==> config.mk <==
export PLATFORM = sky130hd
export DESIGN_NAME = reg_bank
export DESIGN_NICKNAME = d
export VERILOG_FILES = /design/src/rtl/reg_bank_pkg.sv /design/src/rtl/reg_bank_scoreboard.sv /design/src/rtl/reg_bank.sv
export SDC_FILE = /design/constraint.sdc
export NUM_CORES = 1
export LEC_CHECK = 0
export CORE_ASPECT_RATIO = 0.5
export CORE_MARGIN = 4
export CORE_UTILIZATION = 53
export CTS_CLUSTER_DIAMETER = 120
export DETAILED_ROUTE_END_ITERATION = 6
export GPL_TIMING_DRIVEN = 0
export PLACE_DENSITY = 0.83
export SLEW_MARGIN = 40
export SYNTH_ARGS = -nofsm -noshare
export SYNTH_HDL_FRONTEND = slang
export SYNTH_SLANG_ARGS = --single-unit
==> constraint.sdc <==
create_clock -name clk -period 2.3 [get_ports clk]
set_input_delay 0.46 -clock clk [delete_from_list [all_inputs] [get_ports clk]]
set_output_delay 0.46 -clock clk [all_outputs]
set_load 0.005 [all_outputs]
==> src/rtl/reg_bank_pkg.sv <==
// -----------------------------------------------------------------------------
// reg_bank_pkg
// Shared constants and types for the reg_bank register file.
//   DEFAULT_WIDTH : default data width of every register
//   DEFAULT_DEPTH : default number of registers
//   DEFAULT_AW    : address width matching DEFAULT_DEPTH
//   bank_addr_t   : register index type for a default-sized bank
// -----------------------------------------------------------------------------
package reg_bank_pkg;

    localparam int DEFAULT_WIDTH = 8;
    localparam int DEFAULT_DEPTH = 4;
    localparam int DEFAULT_AW    = $clog2(DEFAULT_DEPTH);

    typedef logic [DEFAULT_AW-1:0] bank_addr_t;

endpackage : reg_bank_pkg

==> src/rtl/reg_bank_scoreboard.sv <==
// -----------------------------------------------------------------------------
// reg_bank_scoreboard
// Tracks which registers have a pending writeback (busy) and arbitrates claims.
// Ports:
//   clk_i        : clock, state updates on rising edge
//   reset_i      : asynchronous active-low reset, clears every busy bit
//   wr_en_i      : writeback strobe, clears busy[wr_addr_i]
//   wr_addr_i    : writeback register index
//   claim_en_i   : request to mark claim_addr_i busy
//   claim_addr_i : register index to claim
//   claim_ok_o   : claim accepted this cycle (combinational)
//   busy_o       : per-register busy vector
// -----------------------------------------------------------------------------
module reg_bank_scoreboard
    import reg_bank_pkg::*;
#(
    parameter int DEPTH = DEFAULT_DEPTH,
    parameter int AW    = $clog2(DEPTH)
) (
    input  logic             clk_i,
    input  logic             reset_i,
    input  logic             wr_en_i,
    input  logic [AW-1:0]    wr_addr_i,
    input  logic             claim_en_i,
    input  logic [AW-1:0]    claim_addr_i,
    output logic             claim_ok_o,
    output logic [DEPTH-1:0] busy_o
);

    logic [DEPTH-1:0] busy_q;
    logic [DEPTH-1:0] busy_d;
    logic             claim_free;

    // An out-of-range index matches no entry, so claim_free stays 0 and the
    // claim is rejected without any explicit range compare.
    always_comb begin
        claim_free = 1'b0;
        for (int i = 0; i < DEPTH; i++) begin
            if (claim_addr_i == AW'(i)) begin
                claim_free = ~busy_q[i];
            end
        end
    end

    assign claim_ok_o = claim_en_i & claim_free;

    // Writeback clears first, an accepted claim sets afterwards, so a claim
    // and a writeback to the same index leave the register busy.
    always_comb begin
        busy_d = busy_q;
        for (int i = 0; i < DEPTH; i++) begin
            if (wr_en_i && (wr_addr_i == AW'(i))) begin
                busy_d[i] = 1'b0;
            end
            if (claim_ok_o && (claim_addr_i == AW'(i))) begin
                busy_d[i] = 1'b1;
            end
        end
    end

    always_ff @(posedge clk_i or negedge reset_i) begin
        if (!reset_i) begin
            busy_q <= '0;
        end else begin
            busy_q <= busy_d;
        end
    end

    assign busy_o = busy_q;

endmodule : reg_bank_scoreboard

==> src/rtl/reg_bank.sv <==
// -----------------------------------------------------------------------------
// reg_bank
// Register file with one write port, two combinational read ports and a
// per-register busy scoreboard for pending writebacks.
// Optional feature: define REG_BANK_BYPASS_EN to forward write data to a read
// port addressing the register being written in the same cycle.
// Ports:
//   clk        : clock, all state updates on rising edge
//   reset      : asynchronous active-low reset, clears data and busy
//   wr_en      : write strobe (also completes a pending claim)
//   wr_addr    : write register index
//   wr_data    : write data
//   rd_a_addr  : read port A index     rd_b_addr  : read port B index
//   rd_a_data  : read port A data      rd_b_data  : read port B data
//   rd_a_valid : port A register idle  rd_b_valid : port B register idle
//   claim_en   : request to mark claim_addr busy
//   claim_addr : register to claim
//   claim_ok   : claim accepted this cycle
//   busy       : per-register busy vector
// -----------------------------------------------------------------------------
module reg_bank
    import reg_bank_pkg::*;
#(
    parameter int WIDTH = DEFAULT_WIDTH,
    parameter int DEPTH = DEFAULT_DEPTH,
    parameter int AW    = $clog2(DEPTH)
) (
    input  logic             clk,
    input  logic             reset,
    input  logic             wr_en,
    input  logic [AW-1:0]    wr_addr,
    input  logic [WIDTH-1:0] wr_data,
    input  logic [AW-1:0]    rd_a_addr,
    input  logic [AW-1:0]    rd_b_addr,
    output logic [WIDTH-1:0] rd_a_data,
    output logic [WIDTH-1:0] rd_b_data,
    output logic             rd_a_valid,
    output logic             rd_b_valid,
    input  logic             claim_en,
    input  logic [AW-1:0]    claim_addr,
    output logic             claim_ok,
    output logic [DEPTH-1:0] busy
);

    localparam int NPORTS = 2;

    logic [WIDTH-1:0] mem_q [DEPTH];
    logic [WIDTH-1:0] mem_d [DEPTH];

    logic [AW-1:0]    rd_addr  [NPORTS];
    logic [WIDTH-1:0] rd_data  [NPORTS];
    logic             rd_valid [NPORTS];

`ifdef REG_BANK_BYPASS_EN
    localparam logic [AW:0] DEPTH_L = (AW+1)'(DEPTH);
    logic wr_in_range;
    assign wr_in_range = ({1'b0, wr_addr} < DEPTH_L);
`endif

    reg_bank_scoreboard #(
        .DEPTH (DEPTH),
        .AW    (AW)
    ) u_scoreboard (
        .clk_i        (clk),
        .reset_i      (reset),
        .wr_en_i      (wr_en),
        .wr_addr_i    (wr_addr),
        .claim_en_i   (claim_en),
        .claim_addr_i (claim_addr),
        .claim_ok_o   (claim_ok),
        .busy_o       (busy)
    );

    // Writes to an index >= DEPTH match no entry and are dropped.
    always_comb begin
        for (int i = 0; i < DEPTH; i++) begin
            mem_d[i] = mem_q[i];
            if (wr_en && (wr_addr == AW'(i))) begin
                mem_d[i] = wr_data;
            end
        end
    end

    always_ff @(posedge clk or negedge reset) begin
        if (!reset) begin
            for (int i = 0; i < DEPTH; i++) begin
                mem_q[i] <= '0;
            end
        end else begin
            for (int i = 0; i < DEPTH; i++) begin
                mem_q[i] <= mem_d[i];
            end
        end
    end

    assign rd_addr[0] = rd_a_addr;
    assign rd_addr[1] = rd_b_addr;

    // Out-of-range read indices fall through the decode and return 0 / invalid.
    always_comb begin
        for (int p = 0; p < NPORTS; p++) begin
            rd_data[p]  = '0;
            rd_valid[p] = 1'b0;
            for (int i = 0; i < DEPTH; i++) begin
                if (rd_addr[p] == AW'(i)) begin
                    rd_data[p]  = mem_q[i];
                    rd_valid[p] = ~busy[i];
                end
            end
`ifdef REG_BANK_BYPASS_EN
            if (wr_en && wr_in_range && (wr_addr == rd_addr[p])) begin
                rd_data[p]  = wr_data;
                rd_valid[p] = 1'b1;
            end
`endif
        end
    end

    assign rd_a_data  = rd_data[0];
    assign rd_a_valid = rd_valid[0];
    assign rd_b_data  = rd_data[1];
    assign rd_b_valid = rd_valid[1];

endmodule : reg_bank
==> results.py <==
metrics = {
    "cells_and_area": {
        "fin_nets": 175,
        "antenna_cells": 0,
        "syn2layout_area_growth_pct": 29.5,
        "drive_above_1_share_pct": 47.1,
        "finalInstanceArea_um2": 2380,
        "post-route-util_pct": 75.5,
    },
    "power_and_ir_drop": {
        "peakVddDrop_uv": 470,
        "p_per_area_nw_per_um2": 772,
        "leakage_nw": 0.979,
        "finalPower_mw": 1.84,
    },
    "timing": {
        "slew_viol_final": 0,
        "hold_viol": 0,
        "rsz0062_at_grt": "no",
        "finalClockSkew_ns": 0,
        "worst_pin_slew_ns": 0.554,
        "fin_crit_sh_pct": 95.3,
        "max_slew_margin_pct": 63.0,
        "setup_ws_ns": 0.107,
        "finalSetupViolCount": 0,
        "fin_crit_ns": 2.19,
        "clock.fmax_mhz": 456,
    },
    "floorplan": {
        "fp.dieArea_um2": 4530,
        "coreArea_um2": 3150,
        "rows": 14,
        "initial_core_util_pct": 58.3,
        "die_w_um": 91.3,
        "dieHeight_um": 49.6,
        "num_io_pins": 43,
    },
    "placed_design": {
        "place_area_um2": 2290,
        "dpl.hpwl_mm": 2.79,
        "io_buffers": 38,
        "gp_congestion": 0.762,
        "post-place-ws_ns": -0.315,
    },
    "job": {
        "maxCapViolCount": 0,
    },
    "critical_path": {
        "path_buf_inv": 2,
        "start_kind": "register",
        "endpoint_kind": "primary output",
        "path_class": "reg2out",
        "cp_cell_sequence": "mux4_2 -> inv_1 -> clkdlybuf4s50_1",
        "r2r-end": "u_scoreboard.busy_o[0]$_DFFE_PN0P_",
        "rrSetupSlack_ns": 1.10,
        "cp.required_ns": 1.84,
        "max_stage_delay_ns": 0.49,
        "startpoint": "u_scoreboard.busy_o[2]$_DFFE_PN0P_",
        "reg2regPathDepth": 2,
        "crit_family": "buffers and inverters",
        "r2r-start": "u_scoreboard.busy_o[0]$_DFFE_PN0P_",
        "arrival_ns": 1.73,
        "crit_fanout": 6,
        "cp_slowest_cell": "clkdlybuf4s50_1",
    },
    "yosys": {
        "syn_avg_cell_area_um2": 17.2,
        "ys_seq_area_share_pct": 49.0,
        "synthTopCellsByArea": "dfrtp_1 (49%), mux4_2 (23%), mux2_2 (20%)",
        "yosysMostFrequentCell": "dfrtp_1",
        "ys_warn_count": 0,
        "synthArstFlopShare_pct": 100,
        "synth-seq-cells": 36,
        "yosys-top-cells-count": "dfrtp_1 (36), mux2_2 (32), mux4_2 (19)",
        "syn-instance-count": 107,
        "synth_top_cell_by_area": "dfrtp_1",
        "syn_area_um2": 1840,
        "yosysUniqueCellTypes": 16,
        "synth_edf_count": 0,
        "synthFlopType": "dfrtp_1",
        "synth_nets": 127,
        "synth_top_area_share_pct": 49.0,
    },
    "routing": {
        "first_pass_iters": 4,
        "first_iter_violations": 52,
        "route.detailed.drc": 0,
        "wl_per_cell_um": 20.3,
        "drtAntennaViolNets": 0,
        "via_per_inst": 6.19,
        "vias": 1195,
        "routed_wirelength_mm": 3.92,
    },
    "clocking": {
        "cts_sinks": 36,
        "cts-buffers-inserted": 5,
        "clk_path_buf_depth": 2,
        "clkLatencyLatePin_ns": 0.28,
        "root_buffer": "clkbuf_8",
        "cts.clk_slew.worst_paths_ns": 0.07,
        "h-tree-depth": 2,
        "cts_tree": "built",
    },
    "grt": {
        "use_met1_pct": 24.4,
        "met2_usage_pct": 32.0,
        "grt_overflow_total": 0,
        "grt-busiest-layer": "met2",
        "grt_max_degree": 20,
        "grt_use_total_pct": 19.2,
        "antenna_found_initial": 0,
        "grt_pass1_vias": 1208,
        "grt_pass1_wl_mm": 6.48,
        "met3_usage_pct": 5.62,
    },
    "hold_path": {
        "hold_class": "in2async",
    },
    "status": {
        "status": "completed",
    },
}
[kinds of logic after synthesis]
kind of cell / synth area share (%)
buffers and inverters: 1.57
multiplexers: 42.9
AND/OR/NAND/NOR: 4.76
flip-flops: 49.0
AO/OA/AOI/OAI: 1.77
[worst register-to-register path: stages (launching register included)]
cell	delay [ns]
dfrtp_1	0.43
or4b_2	0.61
o21ai_0	0.09
[stage by stage]
| step | std cells | setup TNS (ns) | hold WS, ns |
|---|---|---|---|
| after floorplan | 107 | 0 | 0.164 |
| after global placement | 185 | -1.89 | 0.498 |
| after detailed placement | 186 | -0.383 | 0.426 |
| after CTS | 191 | 0 | 0.124 |
| after global routing | 193 | 0 | 0.141 |
| final | 193 | 0 | 0.121 |
[layout by cell type (no fill, tap or decap), types with 2 or more instances in the layout]
cell type	count
mux2_2	32
clkbuf_2	2
mux4_2	19
a32o_1	2
buf_4	4
dfrtp_2	2
buf_2	2
nor2b_1	2
clkdlybuf4s50_1	34
dfrtp_1	34
inv_1	3
clkbuf_8	5
nand3b_2	2
[final cells by class]
class                   count  area [um^2]
flip-flops and latches     36          903
clock buffers               5         68.8
well taps                  40         50.0
inverters                   3         11.3
fillers                   211          772
repair buffers             41          414
multi-input cells          64          908
plain buffers               4         25.0
[timing repair]
action	4_1_cts	5_1_grt
setup buffers	0	2
resized for setup	8	4
endpoints found under the setup margin	3	1
gates cloned	0	0
hold buffers	0	0
[worst max-delay path by stage]
stage               cells after the start         end  slack [ns]
finish                                  3  rd_a_valid        0.11
global route                            4  rd_a_valid        0.04
CTS                                     3    claim_ok        0.02
detailed placement                      4    claim_ok       -0.31
global placement                        4    claim_ok       -0.30
floorplan                               3  rd_a_valid        0.54
[routing by layer]
layer	wire length, um	vias to the layer above
li1	-	519
met1	1750	647
met2	2000	24
met3	131	5
met4	42	0
met5	0	-
[power by group]
part           switching [mW]  internal, mW  leakage, nW
Combinational           0.168         0.419        0.518
Sequential             0.0989         0.760        0.425
Clock                   0.197         0.195       0.0359
Total                   0.464          1.37        0.979
[registers in the layout, indices dropped and copies added, names as in the netlist]
signal / count
mem_q: 32
u_scoreboard.busy_o: 4
Note: power is estimated with default switching activity, not from simulation.
